## src/rtl/core_bus_pkg.sv

```systemverilog
// Shared types for the core bus interconnect: FSM state encoding and a select-width helper.
package core_bus_pkg;

    typedef enum logic [1:0] {
        IDLE = 2'd0,
        WAIT = 2'd1,
        RESP = 2'd2,
        ERR  = 2'd3
    } state_t;

    // Slave index width, never narrower than one bit.
    function automatic int unsigned sel_width(input int unsigned num_slaves);
        return (num_slaves > 1) ? $clog2(num_slaves) : 1;
    endfunction

endpackage

```

## src/rtl/bus_addr_decoder.sv

```systemverilog
// Combinational address decoder: base/mask match per slave, lowest matching index wins,
// and the local offset relative to the selected slave's base.
module bus_addr_decoder #(
    parameter int unsigned                    NUM_SLAVES = 2,
    parameter int unsigned                    AW         = 32,
    parameter int unsigned                    SEL_W      = 1,
    parameter logic [NUM_SLAVES*AW-1:0]       SLAVE_BASE = '0,
    parameter logic [NUM_SLAVES*AW-1:0]       SLAVE_MASK = '0
) (
    input  logic [AW-1:0]    i_addr,
    output logic             o_hit,
    output logic [SEL_W-1:0] o_sel,
    output logic [AW-1:0]    o_offset
);

    logic [AW-1:0] w_base;

    always_comb begin
        o_hit  = 1'b0;
        o_sel  = '0;
        w_base = SLAVE_BASE[AW-1:0];
        for (int unsigned i = 0; i < NUM_SLAVES; i++) begin
            if (!o_hit && ((i_addr & SLAVE_MASK[i*AW +: AW]) == SLAVE_BASE[i*AW +: AW])) begin
                o_hit  = 1'b1;
                o_sel  = SEL_W'(i);
                w_base = SLAVE_BASE[i*AW +: AW];
            end
        end
    end

    // Subtraction wraps modulo 2^AW.
    assign o_offset = i_addr - w_base;

endmodule

```

## src/rtl/core_bus_interconnect.sv

```systemverilog
// Single-master, N-slave interconnect: decodes a core request to one slave, holds its strobe
// until ack or timeout, and returns a one-cycle registered completion with data or error.
module core_bus_interconnect
    import core_bus_pkg::*;
#(
    parameter int unsigned                            NUM_SLAVES     = 2,
    parameter int unsigned                            ADDR_WIDTH     = 32,
    parameter int unsigned                            DATA_WIDTH     = 32,
    parameter logic [NUM_SLAVES*ADDR_WIDTH-1:0]       SLAVE_BASE     = {32'h1000_0000, 32'h0},
    parameter logic [NUM_SLAVES*ADDR_WIDTH-1:0]       SLAVE_MASK     = {32'hF000_0000, 32'hF000_0000},
    parameter int unsigned                            TIMEOUT_CYCLES = 16,
    parameter logic [DATA_WIDTH-1:0]                  ERR_DATA       = 32'hDEAD_BEEF
) (
    input  logic                                 clk,
    input  logic                                 rst_n,
    input  logic                                 m_rd_en_i,
    input  logic                                 m_wr_en_i,
    input  logic [ADDR_WIDTH-1:0]                m_addr_i,
    input  logic [DATA_WIDTH-1:0]                m_data_i,
    output logic [DATA_WIDTH-1:0]                m_data_o,
    output logic                                 m_ack_o,
    output logic                                 m_err_o,
    output logic [NUM_SLAVES-1:0]                s_rd_en_o,
    output logic [NUM_SLAVES-1:0]                s_wr_en_o,
    output logic [ADDR_WIDTH-1:0]                s_addr_o,
    output logic [DATA_WIDTH-1:0]                s_data_o,
    input  logic [NUM_SLAVES*DATA_WIDTH-1:0]     s_data_i,
    input  logic [NUM_SLAVES-1:0]                s_ack_i
);

    localparam int unsigned SEL_W = sel_width(NUM_SLAVES);
    localparam int unsigned CNT_W = $clog2(TIMEOUT_CYCLES + 1);

    state_t                  r_state,   w_state_nxt;
    logic [SEL_W-1:0]        r_sel,     w_sel_nxt;
    logic                    r_is_rd,   w_is_rd_nxt;
    logic [ADDR_WIDTH-1:0]   r_addr,    w_addr_nxt;
    logic [DATA_WIDTH-1:0]   r_wdata,   w_wdata_nxt;
    logic [NUM_SLAVES-1:0]   r_s_rd,    w_s_rd_nxt;
    logic [NUM_SLAVES-1:0]   r_s_wr,    w_s_wr_nxt;
    logic [DATA_WIDTH-1:0]   r_m_data,  w_m_data_nxt;
    logic                    r_m_ack,   w_m_ack_nxt;
    logic                    r_m_err,   w_m_err_nxt;
    logic [CNT_W-1:0]        r_cnt,     w_cnt_nxt;
    logic [CNT_W-1:0]        w_cnt_inc;

    logic                    w_dec_hit;
    logic [SEL_W-1:0]        w_dec_sel;
    logic [ADDR_WIDTH-1:0]   w_dec_offset;
    logic [NUM_SLAVES-1:0]   w_onehot;
    logic                    w_sel_ack;
    logic [DATA_WIDTH-1:0]   w_sel_rdata;

    bus_addr_decoder #(
        .NUM_SLAVES (NUM_SLAVES),
        .AW         (ADDR_WIDTH),
        .SEL_W      (SEL_W),
        .SLAVE_BASE (SLAVE_BASE),
        .SLAVE_MASK (SLAVE_MASK)
    ) u_dec (
        .i_addr   (m_addr_i),
        .o_hit    (w_dec_hit),
        .o_sel    (w_dec_sel),
        .o_offset (w_dec_offset)
    );

    assign w_onehot  = NUM_SLAVES'(1) << w_dec_sel;
    assign w_cnt_inc = r_cnt + CNT_W'(1);

    // Only the latched slave's ack and read data are seen.
    always_comb begin
        w_sel_ack   = 1'b0;
        w_sel_rdata = '0;
        for (int unsigned i = 0; i < NUM_SLAVES; i++) begin
            if (r_sel == SEL_W'(i)) begin
                w_sel_ack   = s_ack_i[i];
                w_sel_rdata = s_data_i[i*DATA_WIDTH +: DATA_WIDTH];
            end
        end
    end

    always_ff @(posedge clk or negedge rst_n) begin
        if (!rst_n) begin
            r_state  <= IDLE;
            r_sel    <= '0;
            r_is_rd  <= 1'b0;
            r_addr   <= '0;
            r_wdata  <= '0;
            r_s_rd   <= '0;
            r_s_wr   <= '0;
            r_m_data <= '0;
            r_m_ack  <= 1'b0;
            r_m_err  <= 1'b0;
            r_cnt    <= '0;
        end else begin
            r_state  <= w_state_nxt;
            r_sel    <= w_sel_nxt;
            r_is_rd  <= w_is_rd_nxt;
            r_addr   <= w_addr_nxt;
            r_wdata  <= w_wdata_nxt;
            r_s_rd   <= w_s_rd_nxt;
            r_s_wr   <= w_s_wr_nxt;
            r_m_data <= w_m_data_nxt;
            r_m_ack  <= w_m_ack_nxt;
            r_m_err  <= w_m_err_nxt;
            r_cnt    <= w_cnt_nxt;
        end
    end

    // ERR is a one-cycle settle; the error completion itself is issued in RESP.
    always_comb begin
        w_state_nxt  = r_state;
        w_sel_nxt    = r_sel;
        w_is_rd_nxt  = r_is_rd;
        w_addr_nxt   = r_addr;
        w_wdata_nxt  = r_wdata;
        w_s_rd_nxt   = '0;
        w_s_wr_nxt   = '0;
        w_m_data_nxt = '0;
        w_m_ack_nxt  = 1'b0;
        w_m_err_nxt  = 1'b0;
        w_cnt_nxt    = '0;
        case (r_state)
            IDLE: begin
                if (m_rd_en_i || m_wr_en_i) begin
                    w_sel_nxt   = w_dec_sel;
                    w_is_rd_nxt = m_rd_en_i;
                    w_addr_nxt  = w_dec_offset;
                    w_wdata_nxt = m_data_i;
                    if (w_dec_hit && (m_rd_en_i ^ m_wr_en_i)) begin
                        w_state_nxt = WAIT;
                        w_s_rd_nxt  = m_rd_en_i ? w_onehot : '0;
                        w_s_wr_nxt  = m_wr_en_i ? w_onehot : '0;
                    end else begin
                        w_state_nxt = ERR;
                    end
                end
            end
            WAIT: begin
                if (w_sel_ack) begin
                    w_state_nxt  = RESP;
                    w_m_ack_nxt  = 1'b1;
                    w_m_data_nxt = r_is_rd ? w_sel_rdata : '0;
                end else if (w_cnt_inc == CNT_W'(TIMEOUT_CYCLES)) begin
                    w_state_nxt = ERR;
                end else begin
                    w_cnt_nxt  = w_cnt_inc;
                    w_s_rd_nxt = r_s_rd;
                    w_s_wr_nxt = r_s_wr;
                end
            end
            ERR: begin
                w_state_nxt  = RESP;
                w_m_ack_nxt  = 1'b1;
                w_m_err_nxt  = 1'b1;
                w_m_data_nxt = ERR_DATA;
            end
            RESP: begin
                w_state_nxt = IDLE;
            end
            default: begin
                w_state_nxt = IDLE;
            end
        endcase
    end

    assign m_data_o  = r_m_data;
    assign m_ack_o   = r_m_ack;
    assign m_err_o   = r_m_err;
    assign s_rd_en_o = r_s_rd;
    assign s_wr_en_o = r_s_wr;
    assign s_addr_o  = r_addr;
    assign s_data_o  = r_wdata;

endmodule

```

## config.mk

```make
export PLATFORM = sky130hd
export DESIGN_NAME = core_bus_interconnect
export DESIGN_NICKNAME = d
export VERILOG_FILES = /design/src/rtl/core_bus_pkg.sv /design/src/rtl/bus_addr_decoder.sv /design/src/rtl/core_bus_interconnect.sv
export SDC_FILE = /design/constraint.sdc
export NUM_CORES = 1
export LEC_CHECK = 0
export BUFFER_PORTS_ARGS = -buffer_cell sky130_fd_sc_hd__clkbuf_2
export CELL_PAD_IN_SITES_DETAIL_PLACEMENT = 1
export CELL_PAD_IN_SITES_GLOBAL_PLACEMENT = 2
export CORE_MARGIN = 2
export CORE_UTILIZATION = 23
export CTS_CLUSTER_DIAMETER = 150
export DETAILED_ROUTE_END_ITERATION = 6
export PLACE_DENSITY_LB_ADDON = 0.2
export SKIP_LAST_GASP = 1
export SYNTH_ARGS = -nofsm -noshare
export SYNTH_HDL_FRONTEND = slang
export SYNTH_SLANG_ARGS = --single-unit
export TNS_END_PERCENT = 100
```

## constraint.sdc

```tcl
create_clock -name clk -period 1.3 [get_ports clk]
set_input_delay 0.065 -clock clk [delete_from_list [all_inputs] [get_ports clk]]
set_output_delay 0.065 -clock clk [all_outputs]
set_load 0.02 [all_outputs]
```

# Yosys cells after proc, flatten, opt, wreduce, memory -nomap -nowiden
# Index checks and enable logic that the tools add are counted.
[totals]
ff_bits = 111
inputBits = 134
out_inout_bits = 102
elab_cells = 60
[classes]
addsub = 2
eq_ne = 7
shifts = 1
n_mux = 30
bitwise_logic = 1
reduce_logical = 8
[op_table]
columns = ["operator", "n"]
rows = [
  ["two-way mux 32 bit", 3],
  ["case mux 32 bit (2 select lines)", 1],
  ["logical NOT 32 bit", 1],
  ["subtractor 32 x 29 -> 32 bit", 1],
  ["two-way mux 29 bit", 1],
  ["two-way mux 2 bit", 12],
  ["two-way mux 5 bit", 3],
  ["case mux 2 bit (2 select lines)", 2],
  ["case mux 2 bit (4 select lines)", 1],
  ["two-way mux 1 bit", 6],
  ["adder 5 x 1 -> 5 bit (second input constant)", 1],
  ["== test 5 bit (second input constant)", 1],
  ["== test 2 bit (second input constant)", 2],
  ["== test 4 x 1 -> 1 bit (second input constant)", 1],
  ["AND reduction 2 bit", 2],
  ["inequality test 3 bit (second input constant)", 1],
  ["== test 2 x 1 -> 1 bit (second input constant)", 1],
  ["logical AND 1 bit", 2],
  ["logical NOT 2 bit", 1],
  ["inequality test 2 bit (second input constant)", 1],
  ["case mux 1 bit (2 select lines)", 1],
  ["<< shifter 1 x 1 -> 2 bit (first input constant)", 1],
  ["logical NOT 1 bit", 1],
  ["logical OR 1 bit", 1],
  ["XOR 1 bit", 1],
]

# Depth between registers and ports, before layout
# Gate-level depths: netlist of run 1.
[logic_depth]
word_depth = 10
ltp_mapped = 7

# Modules after synthesis
# Synthesis of run 1 repeated with hierarchy kept, for this count alone.
[hier_totals]
hier_cells = 367
hier_area_um2 = 4858.4
[by_module_without_submodules]
columns = ["module", "n_inst", "cells_each", "area_each_um2", "seq_area_each_um2"]
rows = [
  ["core_bus_interconnect", 1, 328, 4561.9, 2777.7],
  ["bus_addr_decoder", 1, 39, 296.5, 0.0],
]

# Least setup slack after synthesis of run 1
# OpenSTA, ideal clock, no wires.
[synth_timing]
path_kind = "reg-to-reg"
startpoint = "register r_state[0]"
endpoint = "register r_sel"
setup_time_ns = 0.119
arrival_ns = 1.312
required_time_ns = 1.181
setup_slack_ns = -0.131
stages_incl_launch_ff = 7
path_buffers = 3
period_less_slack_ns = 1.431
cell_sequence = "dfrtp_1 -> buf_6 -> or3_1 -> buf_6 -> buf_6 -> nand2_1 -> o21ai_2"
[synth_between]
elab_chain_len = 2
[synth_lines]
columns = ["item", "line", "source"]
rows = [
  ["start, declared", "core_bus_interconnect.sv:34", "state_t r_state, w_state_nxt;"],
  ["start signal, assigned", "core_bus_interconnect.sv:96", "r_state <= w_state_nxt;"],
  ["logical NOT 2 bit", "core_bus_interconnect.sv:123", "case (r_state)"],
  ["AND reduction 2 bit (no source line)", "-", ""],
  ["end signal, assigned", "core_bus_interconnect.sv:97", "r_sel <= w_sel_nxt;"],
  ["end, declared", "core_bus_interconnect.sv:35", "logic [SEL_W-1:0] r_sel, w_sel_nxt;"],
]
# Every way passes these cells.
# A chain may end at the register's enable or synchronous reset.

# Final worst setup path of run 1
[layout_timing]
startpoint = "register r_state[1]"
endpoint = "register r_wdata[20] (netlist: s_data_o[20])"
[layout_between]
elab_chain_len = 2
[layout_lines]
columns = ["item", "line", "source"]
rows = [
  ["logical NOT 2 bit", "core_bus_interconnect.sv:123", ""],
  ["AND reduction 2 bit (no source line)", "-", ""],
  ["end signal, assigned", "core_bus_interconnect.sv:100", "r_wdata <= w_wdata_nxt;"],
  ["end, declared", "core_bus_interconnect.sv:38", "logic [DATA_WIDTH-1:0] r_wdata, w_wdata_nxt;"],
]
# Every way passes these cells.

==> results.sh, run 1 <==
export IMPL_post_synth_inst_count=455
export IMPL_synth_top_flop_cell="sky130_fd_sc_hd__dfrtp_1"
export IMPL_insertedDiodeCount=0
export IMPL_critical_path_peak_fanout=20
export IMPL_vdd_drop_max_mv=0.735
export IMPL_clkPwrFrac_pct=15.6
export IMPL_status="complete, but fails checks"
export IMPL_cts_root_buf="sky130_fd_sc_hd__clkbuf_16"
export IMPL_place_congestion=0.725
export IMPL_layout_min_cycle_time_ps=1400
export IMPL_tritoncts_num_buffers=9
export IMPL_first_pass_drt_iterations=4
export IMPL_placed_cell_area_um2=6370
export IMPL_floorplan_initialDensity_pct=23.6
export IMPL_synthesized_cell_area_um2=4610
export IMPL_global_route_wire_length_before_repair_mm=25.9
export IMPL_share_of_the_synthesized_area_in_the_top_cell_type_pct=60.2
export IMPL_drv_slew=0
export IMPL_die_width_um=146
export IMPL_remaining_drc_errors=0
export IMPL_worst_ep_required_time_ps=1540
export IMPL_timing_setup_tns_ps=-5170
export IMPL_final_layout_size_suffix_gt1_share_pct=45.5
export IMPL_post_drt_via_cell_ratio=4.20
export IMPL_wl_per_cell_um=15.4
export IMPL_hold_violations=0
export IMPL_unrepaired_setup_endpoints_after_global_routing="yes"
export IMPL_leading_area_contributor_after_synthesis="sky130_fd_sc_hd__dfrtp_1"
export IMPL_finalNetCount=946
export IMPL_cts_sink_count=111
export IMPL_num_fill_cells=2280
export IMPL_grt_overflow_total=0
export IMPL_die_h_um=146
export IMPL_worst_path_arrival_ps=1630
export IMPL_clock_tree_htree_level_count=3
export IMPL_quantity_of_i_o_buffers_inserted_on_ports=235
export IMPL_p_seq_share_pct=33.0
export IMPL_mappedNetlistNets=593
export IMPL_comb_power_share_pct=51.5
export IMPL_drt_first_iter_violations=97
export IMPL_placeableCoreArea_um2=19600
export IMPL_routed_via_count=4523
export IMPL_power_static_leakage_nw=4.18
export IMPL_flow_area_growth_from_synthesis_pct=72.6
export IMPL_worstSetupEndpointType="flip-flop"
export IMPL_postLayoutCoreUtil_pct=40.7
export IMPL_number_of_antenna_violations_at_the_first_check_in_global_routing=0
export IMPL_synth_ff_latch_count=111
export IMPL_drv_max_cap_violation_count=0
export IMPL_intPower_w=0.00980
export IMPL_pre_cts_ws_ps=-129
export IMPL_fin_ws_ps=-96.6
export IMPL_cts_tree="done"
export IMPL_switch_pwr_w=0.00713
export IMPL_io_pin_count=236
export IMPL_die_area_um2=21200
export IMPL_postRouteWirelength_mm=16.6
export IMPL_gr_usage_all_layers_pct=15.3
export IMPL_worstSkewPairLatency_ps=350
export IMPL_critical_path_startpoint_type="flip-flop"
export IMPL_timing_setup_critical_path_class="flip-flop to flip-flop"
export IMPL_place_hpwl_mm=11.3
export IMPL_finalInstanceArea_um2=7970
export IMPL_number_of_global_route_vias_before_repair=4961
export IMPL_finClkSkew_ps=10.9
export IMPL_rows=51
export IMPL_ys_types=35
export IMPL_min_path_type="input pin to flip-flop"
export IMPL_drtAntennaViolNets=0
export IMPL_final_setup_viol_count=86
export IMPL_synthesis_area_per_instance_um2=10.1
export IMPL_timing_fmax_mhz=716
export IMPL_seq_area_frac_synth_pct=60.2
export IMPL_power_density_cell_area_nw_per_um2=2120
export IMPL_fin_crit_share_pct=107
export IMPL_synthTopCellsByArea="sky130_fd_sc_hd__dfrtp_1, sky130_fd_sc_hd__nand2_1, sky130_fd_sc_hd__mux2i_1"
export IMPL_synth_edff_count=0
export IMPL_yosysWarningCount=0
export IMPL_maximum_count_of_clock_buffers_along_a_single_path=2
export IMPL_share_of_flip_flops_with_an_asynchronous_set_or_reset_after_synthesis_pct=100
export IMPL_failed_checks="negative setup slack"
export IMPL_switching_share_pct=42.1
export IMPL_tightestPinTransition_ps=348
export IMPL_clk_slew_on_worst_s_h_paths_ps=70
export IMPL_grt_start_max_net_pins=50
export IMPL_maxSlewHeadroom_pct=76.8
==> cells by family after synthesis <==
| group | Yosys count | share of synthesized area (%) |
|---|---|---|
| AO/OA/AOI/OAI | 42 | 5.80 |
| XOR/XNOR | 4 | 0.759 |
| adder cells (fa/ha/maj) | 4 | 1.08 |
| buffers and inverters | 32 | 4.80 |
| flip-flops | 111 | 60.2 |
| multiplexers | 34 | 7.67 |
| AND/OR/NAND/NOR | 228 | 19.7 |
==> state kept, by name, summed over array words and instances (netlist names) <==
register / flops
m_err_o: 1
r_is_rd: 1
s_wr_en_o: 2
s_rd_en_o: 2
s_data_o: 32
r_state: 2
m_data_o: 32
s_addr_o: 32
r_cnt: 5
r_sel: 1
m_ack_o: 1
==> path summary, 6_finish.rpt <==
path,slack (ps),startpoint,end,depth (start not counted)
worst max-delay path,-100,r_state[1]$_DFFE_PN0P_,s_data_o[20]$_DFFE_PN0P_,5
worst min-delay path,10,s_data_i[10],m_data_o[10]$_DFF_PN0_,3
worst max register to register,-100,r_state[1]$_DFFE_PN0P_,s_data_o[20]$_DFFE_PN0P_,5
worst min register to register,470,s_addr_o[2]$_DFFE_PN0P_,s_addr_o[2]$_DFFE_PN0P_,2
max in group asynchronous,530,rst_n,m_data_o[19]$_DFF_PN0_,3
min in group asynchronous,170,rst_n,s_data_o[22]$_DFFE_PN0P_,2
==> power by group through the flow <==
stage / clock network, W / logic, W / registers (W)
after detailed placement: 0 / 0.00722 / 0.00567
after global placement: 0 / 0.00707 / 0.00560
after floorplan: 0 / 0.00261 / 0.00724
final: 0.00263 / 0.00871 / 0.00558
after CTS: 0.00277 / 0.00781 / 0.00561
after global routing: 0.00290 / 0.00945 / 0.00577
==> final cells by class <==
class	count	area [um^2]	area share, %
clock buffer	11	243	3.05
clock inverter	5	33.8	0.424
inverter	7	28.8	0.361
multi-input combinational	312	1810	22.8
sequential	111	2780	34.9
tap	265	332	4.16
timing repair buffer	367	2730	34.3
==> through the flow <==
| step | power [W] | hold WS, ps | std cells |
|---|---|---|---|
| 2_1_floorplan | 0.00985 | -231 | 455 |
| 4_1_cts | 0.0162 | 0.0678 | 1065 |
| 5_1_grt | 0.0181 | 10.2 | 1078 |
| 6_report | 0.0169 | 14.2 | 1078 |
| 3_3_place_gp | 0.0127 | -3.00 | 969 |
| 3_5_place_dp | 0.0129 | -1.11 | 969 |
==> worst max-delay path: stages (launching register included) <==
cell and delay [ps]:
sky130_fd_sc_hd__dfrtp_1 390, sky130_fd_sc_hd__buf_4 140, sky130_fd_sc_hd__or3_4 430, sky130_fd_sc_hd__buf_16 200, sky130_fd_sc_hd__nand2_1 70, sky130_fd_sc_hd__nand2_1 60
==> routing by layer <==
metal  vias up  track usage, %  wire [um]
met2       168            25.9       8110
met4         0            4.71        234
li1       2164               -          -
met3        14            4.42       1110
met1      2177            18.9       7150
met5         -               0          0
==> what timing repair did <==
item	in CTS	in global routing
gates cloned	2	8
hold buffers	77	1
endpoints found under the hold margin	131	2
resized for setup	29	59
pin swaps	12	22
buffers inserted	2	4
setup endpoints to repair	101	100
==> cell usage in the layout (no fill, tap or decap), drive strengths merged, types with 2 or more instances in the layout <==
master,netlist,final
clkbuf,1,252
nand2,193,193
dfrtp,111,111
dlygate4sd3,0,78
buf,24,48
mux2i,26,26
o21ai,22,22
nor2,22,22
a21oi,9,9
mux2,8,8
inv,7,7
ha,4,4
nor2b,3,3
a32o,3,3
clkinv,0,3
xor2,2,2
xnor2,2,2
o21a,2,2
o2bb2ai,2,2
a211oi,2,2
clkinvlp,0,2
nor3,2,2
nand3,2,2
and3,2,2
==> cell usage after synthesis, types with 3 or more instances <==
master,instances
sky130_fd_sc_hd__ha_1,4
sky130_fd_sc_hd__buf_2,8
sky130_fd_sc_hd__nand2_1,193
sky130_fd_sc_hd__mux2i_1,26
sky130_fd_sc_hd__nor2_1,22
sky130_fd_sc_hd__o21ai_2,4
sky130_fd_sc_hd__a32o_1,3
sky130_fd_sc_hd__a21oi_1,9
sky130_fd_sc_hd__inv_1,7
sky130_fd_sc_hd__o21ai_0,15
sky130_fd_sc_hd__nor2b_1,3
sky130_fd_sc_hd__mux2_2,7
sky130_fd_sc_hd__o21ai_1,3
sky130_fd_sc_hd__buf_6,10
sky130_fd_sc_hd__dfrtp_1,111
sky130_fd_sc_hd__buf_4,4
No activity file was read; power rests on OpenSTA's default activity.
==> inputs of run 2 (changes only) <==
- CORE_ASPECT_RATIO: default -> 0.7
- CTS_CLUSTER_DIAMETER: 150 -> 40
- SETUP_SLACK_MARGIN: default -> 0.02
==> run 2 against run 1 <==
Compared with the run above: the run still ends with negative setup slack left; register-to-register slack got worse by 60 ps; combinational power increased by 4.0%; sequential cell count unchanged; critical path type unchanged; critical endpoint is now m_data_o[4]$_DFF_PN0_; highest routed layer unchanged.
==> results.sh, run 2 (synthesis gave the netlist of run 1 again) <==
export IMPL_status="complete, but fails checks"
export IMPL_failed_checks="negative setup slack"
export IMPL_slowest_delay_ps=500
export IMPL_cp_endpoint="m_data_o[4]$_DFF_PN0_"
export IMPL_wl_per_cell_um=16.1
export IMPL_unrepaired_setup_endpoints_after_global_routing="yes"
export IMPL_worstSetupEndpointType="flip-flop"
export IMPL_drv_max_cap_violation_count=0
export IMPL_finish_cell_count_without_fillers=1110
export IMPL_timing_setup_tns_ps=-7390
export IMPL_layout_min_cycle_time_ps=1450
export IMPL_grt_overflow_total=0
export IMPL_crit_reg2reg_capture="m_data_o[4]$_DFF_PN0_"
export IMPL_routed_via_count=4608
export IMPL_crit_path_cell_trace="mux2_4 -> nand3_4 -> or2_4 -> nor2_1"
export IMPL_final_setup_viol_count=100
export IMPL_cts_tree="done"
export IMPL_placed_insts=972
export IMPL_worstSkewPairLatency_ps=360
export IMPL_first_pass_drt_iterations=4
export IMPL_clkPwrFrac_pct=17.4
export IMPL_number_of_global_route_vias_before_repair=4794
export IMPL_gr_usage_all_layers_pct=16.2
export IMPL_io_pin_count=236
export IMPL_commonest_cells_after_routing_fill_and_taps_aside="sky130_fd_sc_hd__clkbuf_2, sky130_fd_sc_hd__nand2_1, sky130_fd_sc_hd__dfrtp_1, sky130_fd_sc_hd__dlygate4sd3_1, sky130_fd_sc_hd__buf_4"
export IMPL_drv_slew=0
export IMPL_fin_crit_share_pct=112
export IMPL_timing_fmax_mhz=687
export IMPL_critical_path_peak_fanout=8
export IMPL_clock_tree_htree_level_count=3
export IMPL_timing_setup_critical_path_class="flip-flop to flip-flop"
export IMPL_finClkSkew_ps=5.86
export IMPL_most_common_cell_after_layout_fill_and_taps_aside="sky130_fd_sc_hd__clkbuf_2"
export IMPL_die_width_um=173
export IMPL_report_power_total_w=0.0178
export IMPL_postRouteWirelength_mm=17.9
export IMPL_quantity_of_i_o_buffers_inserted_on_ports=235
export IMPL_worst_ep_required_time_ps=1580
export IMPL_pre_cts_ws_ps=-164
export IMPL_num_fill_cells=2243
export IMPL_drtAntennaViolNets=0
export IMPL_finalNetCount=973
export IMPL_drt_first_iter_violations=128
export IMPL_die_h_um=123
export IMPL_floorplan_initialDensity_pct=23.4
export IMPL_setup_reg_to_reg_worst_slack_ps=-150
export IMPL_flow_area_growth_from_synthesis_pct=82.6
export IMPL_critical_path_startpoint_type="flip-flop"
export IMPL_remaining_drc_errors=0
export IMPL_final_layout_size_suffix_gt1_share_pct=48.1
export IMPL_finalInstanceArea_um2=8430
export IMPL_critical_path_slowest_cell="sky130_fd_sc_hd__dfrtp_2"
export IMPL_clk_slew_on_worst_s_h_paths_ps=80
export IMPL_insertedDiodeCount=0
export IMPL_worstReg2RegStart="r_sel$_DFFE_PN0P_"
export IMPL_power_static_leakage_nw=4.42
export IMPL_fin_ws_ps=-155
export IMPL_hold_violations=0
export IMPL_global_route_wire_length_before_repair_mm=26.5
export IMPL_switch_pwr_w=0.00752
export IMPL_switching_share_pct=42.3
export IMPL_maxSlewHeadroom_pct=71.4
export IMPL_cts_sink_count=111
export IMPL_post_drt_via_cell_ratio=4.15
export IMPL_min_path_type="input pin to flip-flop"
export IMPL_tightestPinTransition_ps=429
export IMPL_grt_start_max_net_pins=57
export IMPL_placed_cell_area_um2=6290
export IMPL_maximum_count_of_clock_buffers_along_a_single_path=2
export IMPL_comb_power_share_pct=50.9
export IMPL_place_congestion=0.714
export IMPL_cts_root_buf="sky130_fd_sc_hd__clkbuf_16"
export IMPL_placeableCoreArea_um2=19700
export IMPL_place_hpwl_mm=11.6
export IMPL_die_area_um2=21200
export IMPL_rows=43
export IMPL_vdd_drop_max_mv=0.762
export IMPL_p_seq_share_pct=31.7
export IMPL_tritoncts_num_buffers=9
export IMPL_startpoint="r_sel$_DFFE_PN0P_"
export IMPL_reg2reg_depth=4
export IMPL_worst_path_arrival_ps=1740
export IMPL_power_density_cell_area_nw_per_um2=2110
export IMPL_number_of_antenna_violations_at_the_first_check_in_global_routing=0
export IMPL_intPower_w=0.0103
==> run 2: cell types whose count changed in the layout (fill, tap and decap cells not counted), moves of 3 or more <==
cell                            before  now
sky130_fd_sc_hd__buf_4              24   32
sky130_fd_sc_hd__buf_6               7   10
sky130_fd_sc_hd__dlygate4sd3_1      78   97
sky130_fd_sc_hd__mux2_2              7    1
sky130_fd_sc_hd__mux2_4              1    7
sky130_fd_sc_hd__mux2i_1            23   20
sky130_fd_sc_hd__mux2i_4             0    3
sky130_fd_sc_hd__nand2_1           187  167
sky130_fd_sc_hd__nand2_2             6   15
sky130_fd_sc_hd__nand2_4             0   11
==> run 2: worst min path at each step <==
| stage | end | slack, ps | cells after the start | start |
|---|---|---|---|---|
| CTS | m_data_o[8]$_DFF_PN0_ | 0.8 | 3 | s_data_i[8] |
| detailed placement | s_data_o[29]$_DFFE_PN0P_ | 110 | 2 | rst_n |
| global route | m_data_o[6]$_DFF_PN0_ | 5 | 3 | s_data_i[6] |
| finish | m_data_o[3]$_DFF_PN0_ | 20 | 3 | s_data_i[3] |
| floorplan | m_ack_o$_DFF_PN0_ | -230 | 0 | rst_n |
| global placement | s_addr_o[0]$_DFFE_PN0P_ | 110 | 2 | rst_n |
==> run 2: critical path: cells and delay by family (launching register included) <==
| kind | cells | cell delay [ps] |
|---|---|---|
| simple gates | 3 | 610 |
| flops | 1 | 500 |
| mux | 1 | 270 |
==> run 2: per-layer routing <==
layer	vias to the layer above	global-route usage [%]	routed length [um]
li1	2222	-	-
met1	2247	21.4	8560
met2	123	26.8	8370
met3	16	3.87	760
met4	0	4.24	230
met5	-	0	0
==> run 2: per-stage QoR <==
stage	util [%]	hold WS (ps)
floorplan	-	-231
global placement	31.8	110
detailed placement	31.8	110
CTS	39.8	0.809
global route	42.7	5.27
finish	42.7	16.1
==> run 2: area by class of cell <==
| type | count | area [um^2] | share of cell area [%] |
|---|---|---|---|
| clock buffers | 9 | 225 | 2.67 |
| clock inverters | 7 | 103 | 1.22 |
| inverters | 7 | 26.3 | 0.312 |
| multi-input cells | 312 | 2010 | 23.8 |
| flip-flops and latches | 111 | 2780 | 33.0 |
| well taps | 270 | 338 | 4.01 |
| repair buffers | 394 | 2950 | 35.0 |
==> run 2: power groups by stage <==
stage	combinational (W)	sequential (W)	clock (W)
6_report	0.00906	0.00565	0.00309
5_1_grt	0.00979	0.00584	0.00336
4_1_cts	0.00806	0.00564	0.00321
3_5_place_dp	0.00696	0.00569	0
3_3_place_gp	0.00681	0.00563	0
2_1_floorplan	0.00261	0.00724	0
==> run 2: repair_timing <==
action	4_1_cts	5_1_grt
hold endpoints to repair	190	2
resized for setup	40	102
pin swaps	25	37
setup buffers	7	8
cloned	5	7
endpoints found under the setup margin	104	106
hold buffers	95	2
==> inputs of run 3 (changes only) <==
- BUFFER_PORTS_ARGS: -buffer_cell sky130_fd_sc_hd__clkbuf_2 -> default
- CORE_UTILIZATION: 23 -> 32
- DONT_BUFFER_PORTS: default -> 1
- RECOVER_POWER: default -> 100
==> run 3 against run 2 <==
Compared with the run above: the run ends with negative hold slack, negative setup slack left; non-clock buffer count down 233; clock-buffer cell count unchanged; combinational power decreased by 32%; hold slack worse by 620 ps; clock power is 9.1% lower; via count is 16% lower; register-to-register slack better by 70 ps; highest routed layer unchanged.
==> results.sh, run 3 (synthesis gave the netlist of run 1 again) <==
export IMPL_status="complete, but fails checks"
export IMPL_failed_checks="negative hold slack, negative setup slack"
export IMPL_die_width_um=148
export IMPL_p_seq_share_pct=46.7
export IMPL_worst_ep_required_time_ps=1580
export IMPL_grt_start_max_net_pins=112
export IMPL_remaining_drc_errors=0
export IMPL_met3RoutedLength_mm=1.11
export IMPL_unrepaired_setup_endpoints_after_global_routing="yes"
export IMPL_tritoncts_num_buffers=9
export IMPL_final_setup_viol_count=89
export IMPL_commonest_cells_after_routing_fill_and_taps_aside="sky130_fd_sc_hd__nand2_1, sky130_fd_sc_hd__dlygate4sd3_1, sky130_fd_sc_hd__dfrtp_1, sky130_fd_sc_hd__nand2_2, sky130_fd_sc_hd__nand2_4"
export IMPL_postRouteWirelength_mm=16.5
export IMPL_hold_violations=111
export IMPL_power_density_cell_area_nw_per_um2=2300
export IMPL_worst_path_arrival_ps=1660
export IMPL_critical_path_n_buffers_inverters=0
export IMPL_post_drt_via_cell_ratio=4.86
export IMPL_fin_ws_ps=-81.0
export IMPL_drv_slew=0
export IMPL_met2_length_mm=8.19
export IMPL_critical_path_startpoint_type="flip-flop"
export IMPL_clk_slew_on_worst_s_h_paths_ps=70
export IMPL_drv_max_cap_violation_count=0
export IMPL_most_common_cell_after_layout_fill_and_taps_aside="sky130_fd_sc_hd__nand2_1"
export IMPL_maximum_count_of_clock_buffers_along_a_single_path=2
export IMPL_worstSetupEndpointType="flip-flop"
export IMPL_worstReg2RegStart="r_sel$_DFFE_PN0P_"
export IMPL_timing_fmax_mhz=724
export IMPL_insertedDiodeCount=0
export IMPL_die_area_um2=15400
export IMPL_worstSkewPairLatency_ps=350
export IMPL_timing_setup_critical_path_class="flip-flop to flip-flop"
export IMPL_placed_insts=645
export IMPL_intPower_w=0.00926
export IMPL_setup_reg_to_reg_worst_slack_ps=-80
export IMPL_place_congestion=0.762
export IMPL_crit_reg2reg_capture="m_data_o[14]$_DFF_PN0_"
export IMPL_global_route_wire_length_before_repair_mm=22.8
export IMPL_timing_critical_path_max_delay_family="simple AND/OR/NAND/NOR gates"
export IMPL_placeableCoreArea_um2=14000
export IMPL_power_static_leakage_nw=3.41
export IMPL_num_fill_cells=1483
export IMPL_m1WireLength_mm=6.87
export IMPL_gr_usage_all_layers_pct=18.9
export IMPL_drtAntennaViolNets=0
export IMPL_reg2reg_depth=4
export IMPL_flow_area_growth_from_synthesis_pct=58.1
export IMPL_switching_share_pct=44.9
export IMPL_quantity_of_i_o_buffers_inserted_on_ports=0
export IMPL_number_of_global_route_vias_before_repair=4266
export IMPL_cts_sink_count=111
export IMPL_routed_via_count=3874
export IMPL_clkPwrFrac_pct=16.7
export IMPL_comb_power_share_pct=36.5
export IMPL_rows=36
export IMPL_first_pass_drt_iterations=4
export IMPL_grt_overflow_total=0
export IMPL_place_hpwl_mm=8.58
export IMPL_wl_per_cell_um=20.7
export IMPL_cts_root_buf="sky130_fd_sc_hd__clkbuf_16"
export IMPL_floorplan_initialDensity_pct=32.9
export IMPL_postLayoutCoreUtil_pct=52.1
export IMPL_finish_cell_count_without_fillers=797
export IMPL_io_pin_count=236
export IMPL_critical_path_slowest_cell="sky130_fd_sc_hd__dfrtp_2"
export IMPL_min_path_type="input pin to async pin"
export IMPL_finClkSkew_ps=7.25
export IMPL_clock_tree_htree_level_count=3
export IMPL_die_h_um=104
export IMPL_number_of_antenna_violations_at_the_first_check_in_global_routing=0
export IMPL_drt_first_iter_violations=118
export IMPL_fin_crit_share_pct=106
export IMPL_critical_path_peak_fanout=8
export IMPL_tightestPinTransition_ps=319
export IMPL_topRoutingLayerUsed="met4"
export IMPL_crit_path_cell_trace="mux2_4 -> nand3_4 -> or2_4 -> nor2_1"
export IMPL_vdd_drop_max_mv=0.844
export IMPL_switch_pwr_w=0.00754
export IMPL_cts_tree="done"
export IMPL_finalNetCount=740
export IMPL_final_layout_size_suffix_gt1_share_pct=31.5
export IMPL_critical_path_depth=4
export IMPL_final_hold_worst_slack_ps=-600
export IMPL_maxSlewHeadroom_pct=78.8
export IMPL_slowest_delay_ps=470
export IMPL_layout_min_cycle_time_ps=1380
-- run 3: cell types whose count changed in the layout (fill, tap and decap cells not counted), moves of 5 or more --
| cell | change |
|---|---|
| sky130_fd_sc_hd__nand2_1 | -47 |
| sky130_fd_sc_hd__clkbuf_2 | -234 |
| sky130_fd_sc_hd__buf_4 | -13 |
| sky130_fd_sc_hd__nand2_4 | +19 |
| sky130_fd_sc_hd__nand2_2 | +28 |
| sky130_fd_sc_hd__buf_12 | -5 |
| sky130_fd_sc_hd__mux2_2 | +6 |
| sky130_fd_sc_hd__dlygate4sd3_1 | +18 |
| sky130_fd_sc_hd__mux2_4 | -6 |
-- run 3: timing repair --
| action | CTS | global route |
|---|---|---|
| resized for setup | 24 | 155 |
| hold buffers | 113 | 2 |
| gates cloned | 4 | 11 |
| buffers inserted | 7 | 1 |
| endpoints found under the setup margin | 98 | 108 |
| endpoints found under the hold margin | 204 | 112 |
| pin swaps | 12 | 39 |
-- run 3: power groups by stage --
stage                     registers [W]  logic, W  clock network [W]
after floorplan                 0.00724   0.00261                  0
after detailed placement        0.00768   0.00327                  0
after global placement          0.00768   0.00308                  0
final                           0.00785   0.00613            0.00281
after CTS                       0.00764   0.00407            0.00289
after global routing            0.00802   0.00668            0.00302
-- run 3: area by class of cell --
cell class | count | area [um^2] | share of cell area, %
tap | 190 | 238 | 3.26
sequential | 111 | 2780 | 38.1
clock buffer | 9 | 225 | 3.09
multi-input combinational | 312 | 2150 | 29.5
clock inverter | 7 | 73.8 | 1.01
inverter | 7 | 26.3 | 0.360
timing repair buffer | 161 | 1800 | 24.7
-- run 3: stage by stage --
step / TNS (ps) / total power, W / setup WS (ps) / instance area [um^2] / hold slack, ps
floorplan: -5870 / 0.00985 / -106 / 4630 / -231
global placement: -4320 / 0.0108 / -78.1 / 4910 / -228
detailed placement: -5480 / 0.0109 / -107 / 4910 / -229
CTS: -158 / 0.0146 / -20.5 / 6550 / -614
global route: -7590 / 0.0177 / -130 / 7300 / -622
finish: -3370 / 0.0168 / -81.0 / 7300 / -600
-- run 3: metal layers --
layer	global-route usage, %	vias to the layer above
met1	22.1	1955
met4	6.66	0
li1	-	1756
met5	0	-
met3	6.89	27
met2	32.0	136
-- run 3: worst max-delay path by stage --
| stage | to | from | slack, ps |
|---|---|---|---|
| floorplan | s_addr_o[30]$_DFFE_PN0P_ | r_state[0]$_DFFE_PN0P_ | -110 |
| global placement | s_addr_o[30]$_DFFE_PN0P_ | r_state[1]$_DFFE_PN0P_ | -80 |
| detailed placement | s_addr_o[30]$_DFFE_PN0P_ | r_state[1]$_DFFE_PN0P_ | -110 |
| CTS | r_cnt[0]$_DFF_PN0_ | r_state[1]$_DFFE_PN0P_ | -20 |
| global route | m_data_o[14]$_DFF_PN0_ | r_sel$_DFFE_PN0P_ | -130 |
| finish | m_data_o[14]$_DFF_PN0_ | r_sel$_DFFE_PN0P_ | -80 |
-- run 3: worst reg2reg max path, stage by stage, from the launching register on --
cell and delay (ps):
sky130_fd_sc_hd__dfrtp_2 470, sky130_fd_sc_hd__mux2_4 260, sky130_fd_sc_hd__nand3_4 120, sky130_fd_sc_hd__or2_4 330, sky130_fd_sc_hd__nor2_1 130
